===== src/rtl/udp_rx_unpack.sv =====
// udp_rx_unpack
//   Receive-side GMII UDP/IPv4/Ethernet unpacker. Strips preamble/SFD, the
//   Ethernet, IPv4 and UDP headers, filters on local MAC/IP/port/protocol and
//   streams the UDP payload to the application with sof/eof strobes and a
//   one-cycle per-packet status pulse.
//
//   Optional feature macro: FCS_CHECK_EN
//     defined   - CRC-32 residue check over dest MAC .. last FCS byte gates pkt_ok
//     undefined - FCS bytes are absorbed unchecked
//
//   Ports:
//     clk, rst            125 MHz GMII rx clock, synchronous active-high reset
//     local_mac_addr      accepted destination MAC (broadcast too if ACCEPT_BCAST)
//     local_ip_addr       accepted destination IPv4 address
//     local_port          accepted UDP destination port
//     prot_type           accepted IPv4 protocol field
//     rx_dv, rxd, rx_er   GMII receive interface
//     app_rx_en/dat       registered payload byte stream
//     app_rx_sof/eof      first / last payload byte markers
//     pkt_done, pkt_ok    end-of-packet pulse and its status
//     rmt_ip_addr/port    source IP / UDP port of the last accepted packet
//     rx_busy             receiver not in IDLE
//     drop_cnt            saturating count of header-rejected frames
module udp_rx_unpack #(
   parameter int unsigned ACCEPT_BCAST = 1,
   parameter int unsigned DROP_CNT_W   = 16
) (
   input  logic                  clk,
   input  logic                  rst,
   input  logic [47:0]           local_mac_addr,
   input  logic [31:0]           local_ip_addr,
   input  logic [15:0]           local_port,
   input  logic [7:0]            prot_type,
   input  logic                  rx_dv,
   input  logic [7:0]            rxd,
   input  logic                  rx_er,
   output logic                  app_rx_en,
   output logic [7:0]            app_rx_dat,
   output logic                  app_rx_sof,
   output logic                  app_rx_eof,
   output logic                  pkt_done,
   output logic                  pkt_ok,
   output logic [31:0]           rmt_ip_addr,
   output logic [15:0]           rmt_port,
   output logic                  rx_busy,
   output logic [DROP_CNT_W-1:0] drop_cnt
);

   localparam logic [2:0] S_WAIT_IDLE = 3'd0;
   localparam logic [2:0] S_IDLE      = 3'd1;
   localparam logic [2:0] S_PREAMBLE  = 3'd2;
   localparam logic [2:0] S_MAC_HDR   = 3'd3;
   localparam logic [2:0] S_IP_HDR    = 3'd4;
   localparam logic [2:0] S_UDP_HDR   = 3'd5;
   localparam logic [2:0] S_PAYLOAD   = 3'd6;
   localparam logic [2:0] S_TAIL      = 3'd7;

   logic [2:0]            state_q, state_d;
   logic [4:0]            byte_cnt_q, byte_cnt_d;
   logic [15:0]           pay_cnt_q, pay_cnt_d;
   logic [7:0]            len_hi_q, len_hi_d;
   logic                  ucast_ok_q, ucast_ok_d;
   logic                  bcast_ok_q, bcast_ok_d;
   logic                  zero_len_q, zero_len_d;
   logic                  first_q, first_d;
   logic                  err_pend_q, err_pend_d;
   logic [31:0]           ip_sh_q, ip_sh_d;
   logic [15:0]           port_sh_q, port_sh_d;
   logic                  app_rx_en_q, app_rx_en_d;
   logic [7:0]            app_rx_dat_q, app_rx_dat_d;
   logic                  app_rx_sof_q, app_rx_sof_d;
   logic                  app_rx_eof_q, app_rx_eof_d;
   logic                  pkt_done_q, pkt_done_d;
   logic                  pkt_ok_q, pkt_ok_d;
   logic [31:0]           rmt_ip_addr_q, rmt_ip_addr_d;
   logic [15:0]           rmt_port_q, rmt_port_d;
   logic                  rx_busy_q, rx_busy_d;
   logic [DROP_CNT_W-1:0] drop_cnt_q, drop_cnt_d;

   logic                  hdr_drop;
   logic                  crc_ok;
   logic                  uc_now, bc_now;
   logic [7:0]            mac_byte, ip_byte;
   logic [15:0]           udp_len;

`ifdef FCS_CHECK_EN
   logic [31:0]           crc_q, crc_d;

   // Reflected CRC-32, one byte, LSB first.
   function automatic logic [31:0] crc_next(input logic [31:0] c, input logic [7:0] d);
      logic [31:0] r;
      r = c ^ {24'd0, d};
      for (int unsigned i = 0; i < 8; i++) begin
         r = r[0] ? ((r >> 1) ^ 32'hEDB88320) : (r >> 1);
      end
      return r;
   endfunction

   assign crc_ok = (crc_q == 32'hDEBB20E3);
`else
   assign crc_ok = 1'b1;
`endif

   always_comb begin
      mac_byte = 8'h00;
      case (byte_cnt_q[2:0])
         3'd0:    mac_byte = local_mac_addr[47:40];
         3'd1:    mac_byte = local_mac_addr[39:32];
         3'd2:    mac_byte = local_mac_addr[31:24];
         3'd3:    mac_byte = local_mac_addr[23:16];
         3'd4:    mac_byte = local_mac_addr[15:8];
         3'd5:    mac_byte = local_mac_addr[7:0];
         default: mac_byte = 8'h00;
      endcase
      ip_byte = 8'h00;
      case (byte_cnt_q)
         5'd16:   ip_byte = local_ip_addr[31:24];
         5'd17:   ip_byte = local_ip_addr[23:16];
         5'd18:   ip_byte = local_ip_addr[15:8];
         5'd19:   ip_byte = local_ip_addr[7:0];
         default: ip_byte = 8'h00;
      endcase
   end

   assign udp_len = {len_hi_q, rxd};
   // Unicast and broadcast matches are tracked separately so a frame is only
   // rejected once neither interpretation of the dest MAC can still succeed.
   assign uc_now  = ucast_ok_q && (rxd == mac_byte);
   assign bc_now  = bcast_ok_q && (rxd == 8'hFF);

   always_comb begin
      state_d       = state_q;
      byte_cnt_d    = byte_cnt_q;
      pay_cnt_d     = pay_cnt_q;
      len_hi_d      = len_hi_q;
      ucast_ok_d    = ucast_ok_q;
      bcast_ok_d    = bcast_ok_q;
      zero_len_d    = zero_len_q;
      first_d       = first_q;
      err_pend_d    = err_pend_q;
      ip_sh_d       = ip_sh_q;
      port_sh_d     = port_sh_q;
      app_rx_en_d   = 1'b0;
      app_rx_dat_d  = app_rx_dat_q;
      app_rx_sof_d  = 1'b0;
      app_rx_eof_d  = 1'b0;
      pkt_done_d    = 1'b0;
      pkt_ok_d      = 1'b0;
      rmt_ip_addr_d = rmt_ip_addr_q;
      rmt_port_d    = rmt_port_q;
      drop_cnt_d    = drop_cnt_q;
      hdr_drop      = 1'b0;
`ifdef FCS_CHECK_EN
      crc_d         = crc_q;
`endif

      case (state_q)
         S_WAIT_IDLE: begin
            if (!rx_dv) begin
               state_d = S_IDLE;
               // Deferred failure report for a frame aborted by rx_er.
               if (err_pend_q) begin
                  pkt_done_d = 1'b1;
                  err_pend_d = 1'b0;
               end
            end
         end
         S_IDLE: begin
            if (rx_dv) begin
               if (rxd == 8'h55) state_d = S_PREAMBLE;
               else              hdr_drop = 1'b1;
            end
         end
         S_PREAMBLE: begin
            if (rx_dv && !rx_er && rxd == 8'h55) begin
               state_d = S_PREAMBLE;
            end else if (rx_dv && !rx_er && rxd == 8'hD5) begin
               state_d    = S_MAC_HDR;
               byte_cnt_d = '0;
               ucast_ok_d = 1'b1;
               bcast_ok_d = (ACCEPT_BCAST != 0);
`ifdef FCS_CHECK_EN
               crc_d      = '1;
`endif
            end else begin
               hdr_drop = 1'b1;
            end
         end
         S_MAC_HDR: begin
            if (!rx_dv || rx_er) begin
               hdr_drop = 1'b1;
            end else begin
`ifdef FCS_CHECK_EN
               crc_d = crc_next(crc_q, rxd);
`endif
               byte_cnt_d = byte_cnt_q + 5'd1;
               if (byte_cnt_q < 5'd6) begin
                  ucast_ok_d = uc_now;
                  bcast_ok_d = bc_now;
                  if (!(uc_now || bc_now)) hdr_drop = 1'b1;
               end
               if (byte_cnt_q == 5'd12 && rxd != 8'h08) hdr_drop = 1'b1;
               if (byte_cnt_q == 5'd13) begin
                  if (rxd != 8'h00) hdr_drop = 1'b1;
                  state_d    = S_IP_HDR;
                  byte_cnt_d = '0;
               end
            end
         end
         S_IP_HDR: begin
            if (!rx_dv || rx_er) begin
               hdr_drop = 1'b1;
            end else begin
`ifdef FCS_CHECK_EN
               crc_d = crc_next(crc_q, rxd);
`endif
               byte_cnt_d = byte_cnt_q + 5'd1;
               if (byte_cnt_q == 5'd0 && rxd != 8'h45)     hdr_drop = 1'b1;
               if (byte_cnt_q == 5'd9 && rxd != prot_type) hdr_drop = 1'b1;
               if (byte_cnt_q >= 5'd12 && byte_cnt_q <= 5'd15) ip_sh_d = {ip_sh_q[23:0], rxd};
               if (byte_cnt_q >= 5'd16 && rxd != ip_byte)  hdr_drop = 1'b1;
               if (byte_cnt_q == 5'd19) begin
                  state_d    = S_UDP_HDR;
                  byte_cnt_d = '0;
               end
            end
         end
         S_UDP_HDR: begin
            if (!rx_dv || rx_er) begin
               hdr_drop = 1'b1;
            end else begin
`ifdef FCS_CHECK_EN
               crc_d = crc_next(crc_q, rxd);
`endif
               byte_cnt_d = byte_cnt_q + 5'd1;
               case (byte_cnt_q)
                  5'd0, 5'd1: port_sh_d = {port_sh_q[7:0], rxd};
                  5'd2: if (rxd != local_port[15:8]) hdr_drop = 1'b1;
                  5'd3: if (rxd != local_port[7:0])  hdr_drop = 1'b1;
                  5'd4: len_hi_d = rxd;
                  5'd5: begin
                     if (udp_len < 16'd8) hdr_drop = 1'b1;
                     pay_cnt_d  = udp_len - 16'd8;
                     zero_len_d = (udp_len == 16'd8);
                  end
                  5'd7: begin
                     // Source address/port only become visible once the whole
                     // header has been accepted.
                     rmt_ip_addr_d = ip_sh_q;
                     rmt_port_d    = port_sh_q;
                     first_d       = 1'b1;
                     state_d       = zero_len_q ? S_TAIL : S_PAYLOAD;
                  end
                  default: ;
               endcase
            end
         end
         S_PAYLOAD: begin
            if (!rx_dv) begin
               pkt_done_d = 1'b1;
               state_d    = S_IDLE;
            end else if (rx_er) begin
               err_pend_d = 1'b1;
               state_d    = S_WAIT_IDLE;
            end else begin
`ifdef FCS_CHECK_EN
               crc_d = crc_next(crc_q, rxd);
`endif
               app_rx_en_d  = 1'b1;
               app_rx_dat_d = rxd;
               app_rx_sof_d = first_q;
               first_d      = 1'b0;
               pay_cnt_d    = pay_cnt_q - 16'd1;
               if (pay_cnt_q == 16'd1) begin
                  app_rx_eof_d = 1'b1;
                  state_d      = S_TAIL;
               end
            end
         end
         S_TAIL: begin
            if (!rx_dv) begin
               pkt_done_d = 1'b1;
               pkt_ok_d   = crc_ok;
               state_d    = S_IDLE;
            end else if (rx_er) begin
               err_pend_d = 1'b1;
               state_d    = S_WAIT_IDLE;
            end else begin
`ifdef FCS_CHECK_EN
               crc_d = crc_next(crc_q, rxd);
`endif
            end
         end
         default: state_d = S_WAIT_IDLE;
      endcase

      if (hdr_drop) begin
         state_d = S_WAIT_IDLE;
         if (!(&drop_cnt_q)) drop_cnt_d = drop_cnt_q + DROP_CNT_W'(1);
      end

      rx_busy_d = (state_d != S_IDLE);
   end

   always_ff @(posedge clk) begin
      if (rst) begin
         state_q       <= S_WAIT_IDLE;
         byte_cnt_q    <= '0;
         pay_cnt_q     <= '0;
         len_hi_q      <= '0;
         ucast_ok_q    <= 1'b0;
         bcast_ok_q    <= 1'b0;
         zero_len_q    <= 1'b0;
         first_q       <= 1'b0;
         err_pend_q    <= 1'b0;
         ip_sh_q       <= '0;
         port_sh_q     <= '0;
         app_rx_en_q   <= 1'b0;
         app_rx_dat_q  <= '0;
         app_rx_sof_q  <= 1'b0;
         app_rx_eof_q  <= 1'b0;
         pkt_done_q    <= 1'b0;
         pkt_ok_q      <= 1'b0;
         rmt_ip_addr_q <= '0;
         rmt_port_q    <= '0;
         rx_busy_q     <= 1'b0;
         drop_cnt_q    <= '0;
`ifdef FCS_CHECK_EN
         crc_q         <= '1;
`endif
      end else begin
         state_q       <= state_d;
         byte_cnt_q    <= byte_cnt_d;
         pay_cnt_q     <= pay_cnt_d;
         len_hi_q      <= len_hi_d;
         ucast_ok_q    <= ucast_ok_d;
         bcast_ok_q    <= bcast_ok_d;
         zero_len_q    <= zero_len_d;
         first_q       <= first_d;
         err_pend_q    <= err_pend_d;
         ip_sh_q       <= ip_sh_d;
         port_sh_q     <= port_sh_d;
         app_rx_en_q   <= app_rx_en_d;
         app_rx_dat_q  <= app_rx_dat_d;
         app_rx_sof_q  <= app_rx_sof_d;
         app_rx_eof_q  <= app_rx_eof_d;
         pkt_done_q    <= pkt_done_d;
         pkt_ok_q      <= pkt_ok_d;
         rmt_ip_addr_q <= rmt_ip_addr_d;
         rmt_port_q    <= rmt_port_d;
         rx_busy_q     <= rx_busy_d;
         drop_cnt_q    <= drop_cnt_d;
`ifdef FCS_CHECK_EN
         crc_q         <= crc_d;
`endif
      end
   end

   assign app_rx_en   = app_rx_en_q;
   assign app_rx_dat  = app_rx_dat_q;
   assign app_rx_sof  = app_rx_sof_q;
   assign app_rx_eof  = app_rx_eof_q;
   assign pkt_done    = pkt_done_q;
   assign pkt_ok      = pkt_ok_q;
   assign rmt_ip_addr = rmt_ip_addr_q;
   assign rmt_port    = rmt_port_q;
   assign rx_busy     = rx_busy_q;
   assign drop_cnt    = drop_cnt_q;

endmodule


===== config.mk =====
export PLATFORM = sky130hd
export DESIGN_NAME = udp_rx_unpack
export DESIGN_NICKNAME = d
export VERILOG_FILES = /design/src/rtl/udp_rx_unpack.sv
export SDC_FILE = /design/constraint.sdc
export NUM_CORES = 1
export LEC_CHECK = 0
export BUFFER_PORTS_ARGS = -buffer_cell sky130_fd_sc_hd__buf_2
export CAP_MARGIN = 10
export CORE_UTILIZATION = 51
export DETAILED_ROUTE_END_ITERATION = 8
export GPL_ROUTABILITY_DRIVEN = 0
export GPL_TIMING_DRIVEN = 0
export PLACE_DENSITY = 0.76
export SYNTH_ARGS = -nofsm -noshare
export SYNTH_HDL_FRONTEND = slang
export SYNTH_SLANG_ARGS = --single-unit

===== constraint.sdc =====
create_clock -name clk -period 8.33 [get_ports clk]
set_input_delay 1.2495 -clock clk [delete_from_list [all_inputs] [get_ports clk]]
set_output_delay 1.2495 -clock clk [all_outputs]
set_load 0.03 [all_outputs]

==> run metrics <==
placed cell count=1496; Worst Setup End Kind=flop; DR vias=8897; Via density=5.83; Synth Register Bits=163; worst hold margin=0.451 ns; Die Height=131 um; largest cells by area after synthesis=dfxtp_1, nand2_1, a21oi_1; Worst-path clk slew=0.06 ns; sw frac=0.237; R2R depth=16; Slew HR=0.429; vias in the first global route=8090; Post-Synthesis Net Count=1217; Register-to-Register Setup Slack=4.44 ns; Critical Path RT=8.65 ns; final setup violating endpoints=0; Max Cap Viol=0; CTS buffer count=17; Top Layer Used=met4; Post-synth top flop=dfxtp_1; initial core utilization=0.527; Finished Layout Cells=1526; NumNets Final=1425; post_cts resized=0; fin crit period=3.89 ns; Worst Hold Class=flop to flop; largest area contributor in the netlist=dfxtp_1; IO Count=194; CTS tree=yes; Initial DRC Count=985; sequential area share after synthesis=0.387; wire per inst=17.1 um; TNS Setup=0 ns; # hold bufs at CTS=0; Comb power frac=0.086; CP Max Fanout=10; diode count=0; WL met3=1930 um; Peak Freq=257 MHz; FF-to-FF End=drop_cnt[9]; RSZ-0062 raised after global routing=false; Die Footprint=0.0170 mm2; Detailed Place HPWL=18800 um; crit path launch type=flop; Final period util=0.467; area grow syn2layout=21.8%; Hold Path Cell Cnt=2; H-tree depth=4; Post-DRT Antenna Nets=0; NetSw=420 uW; global-route usage over all layers=0.310; TritonRoute pass-1 iters=6; clock sink count=163; pin count of the biggest net entering global routing=17; Async SR Flop Fraction=0; mapped cell area=0.00843 mm2; Arrival @ worst endpoint=4.21 ns; pwr dens=172 mW/mm2; layout cells sized above 1=0.205; Post-synth EDFFs=0; kind of critical path=flop to flop; Slew Limit Fails=0; Rows=46; M1 WL=11500 um; WHS Endpoint=rmt_ip_addr[26]; Peak supply drop=0.168 mV; antenna violations before repair=0; Slew @ Worst Pin=0.856 ns; status=complete, no violations; core area=0.0160 mm2; part of the power in registers=0.443; Worst Setup SP=byte_cnt_q[1]; cell count after synthesis=1091; count of cell types in the netlist=79; Reg-to-Reg Start=byte_cnt_q[1]; Worst-Skew Late Latency=0.43 ns; final wirelength=26100 um; Leakage=3.91 nW; Root Driver=clkbuf_16; clock share of power=0.471; post-synth top area share=0.387; Longest Clk Path Bufs=2; final hold violations=0; setup bufs post-CTS=0; syn_area_per_cell=7.73 um2; internal cell power=1.35 mW; yosys warns=0; hold_sp=rmt_ip_addr[26]; Final Skew=0.00950 ns; Die X=131 um; Overflow after GRT=0; WL met2=12000 um; global-route wire length before repair=41000 um; IO Port Bufs=189; # DRC=0
-- kinds of logic (layout without fill, tap and decap cells) --
group / after synthesis / after routing / share of synthesized area
buffers and inverters: 105 / 324 / 0.0545
xor gates and xnor gates: 32 / 32 / 0.0333
muxes: 30 / 30 / 0.0377
and+or+nand+nor: 467 / 467 / 0.260
adders and majority gates: 10 / 10 / 0.0148
DFF: 163 / 163 / 0.387
AOI/OAI and AO/OA: 284 / 284 / 0.213
-- worst max-delay path, stage by stage, from the launching register on --
cell and delay [ns]:
dfxtp_1 0.35, clkbuf_1 0.29, inv_1 0.11, ha_1 0.19
buf_2 0.17, buf_2 0.21, a222oi_1 0.43, o211ai_1 0.16
xor2_1 0.16, nor4_1 0.32, nand4_2 0.19, a311oi_2 0.30
o311a_1 0.25, buf_6 0.16, buf_8 0.14, nor4_2 0.05
mux2_4 0.31
-- cells in the final DEF (no fill, tap or decap), drive strengths merged, types with 5 or more instances in the layout --
cell,Yosys,layout
mux2,8,8
xor2,18,18
mux2i,22,22
clkbuf,64,83
a211oi,14,14
nor2,69,69
nor4,16,16
nand2,236,236
nand3,39,39
or3,9,9
a222oi,14,14
or2,5,5
dfxtp,163,163
nor2b,12,12
inv,18,21
a31oi,12,12
nand2b,5,5
xnor2,14,14
o211ai,5,5
nand4,14,14
or4,8,8
and3,8,8
a21oi,149,149
ha,10,10
o31ai,9,9
buf,23,212
nor3,30,30
o21ai,29,29
-- registers in the layout, indices dropped and copies added, names as in the netlist --
name	count
app_rx_dat	8
app_rx_en	1
app_rx_eof	1
app_rx_sof	1
bcast_ok_q	1
byte_cnt_q	5
drop_cnt	16
err_pend_q	1
first_q	1
ip_sh_q	32
len_hi_q	8
pay_cnt_q	16
pkt_done	1
pkt_ok	1
port_sh_q	16
rmt_ip_addr	32
rmt_port	16
rx_busy	1
state_q	3
ucast_ok_q	1
zero_len_q	1
-- synthesized netlist by cell type (4+ instances only) --
master	n
nand4_1	13
nor3_1	30
o311ai_0	4
nor2_1	68
a21oi_1	149
o21a_1	4
mux2_2	6
nand2b_1	5
nor3b_1	4
a222oi_1	14
o41ai_1	4
clkbuf_1	63
buf_2	12
nand2_1	235
and3_1	8
nor4_1	11
or2_2	5
o31ai_1	9
buf_1	4
o21ai_0	26
inv_1	17
dfxtp_1	163
ha_1	10
or3_1	8
nand3_1	39
a31oi_1	12
buf_6	4
mux2i_1	22
nor2b_1	12
xor2_1	18
a211oi_1	13
xnor2_1	14
o211ai_1	4
or4_1	8
-- power groups by stage --
stage	Sequential [mW]	Combinational (mW)	Clock, mW
after global placement	0.802	0.145	0
after detailed placement	0.802	0.146	0
after global routing	0.784	0.163	0.864
final	0.784	0.151	0.833
after CTS	0.784	0.147	0.834
after floorplan	0.806	0.0818	0
-- how the worst max path moves through the flow --
stage                        to  depth (start not counted)
floorplan           drop_cnt[9]                         12
global placement    drop_cnt[9]                         10
detailed placement  drop_cnt[9]                         10
CTS                 drop_cnt[9]                         16
global route        drop_cnt[1]                         17
finish              drop_cnt[9]                         16
-- per-layer routing --
layer,vias to the layer above,track usage
met3,63,0.0574
met2,396,0.500
met4,0,0.105
met1,4140,0.415
li1,4298,-
met5,-,0
-- cell type report --
class                   count  area [um2]
fillers                  1496        5740
well taps                 216         270
flip-flops and latches    163        3260
clock buffers              19         443
repair buffers            189         946
multi-input cells         823        4710
plain buffers              87         392
clock inverters            11         175
inverters                  18        67.6
-- per-stage QoR --
step / power [mW] / setup WS [ns] / cell area (um2) / util
2_1_floorplan: 0.887 / 4.64 / 8430 / -
3_3_place_gp: 0.947 / 4.14 / 9640 / 0.603
3_5_place_dp: 0.948 / 4.13 / 9640 / 0.603
4_1_cts: 1.77 / 4.52 / 10300 / 0.641
5_1_grt: 1.81 / 4.26 / 10300 / 0.641
6_report: 1.77 / 4.44 / 10300 / 0.641
Power figures use the tool's default switching activity.
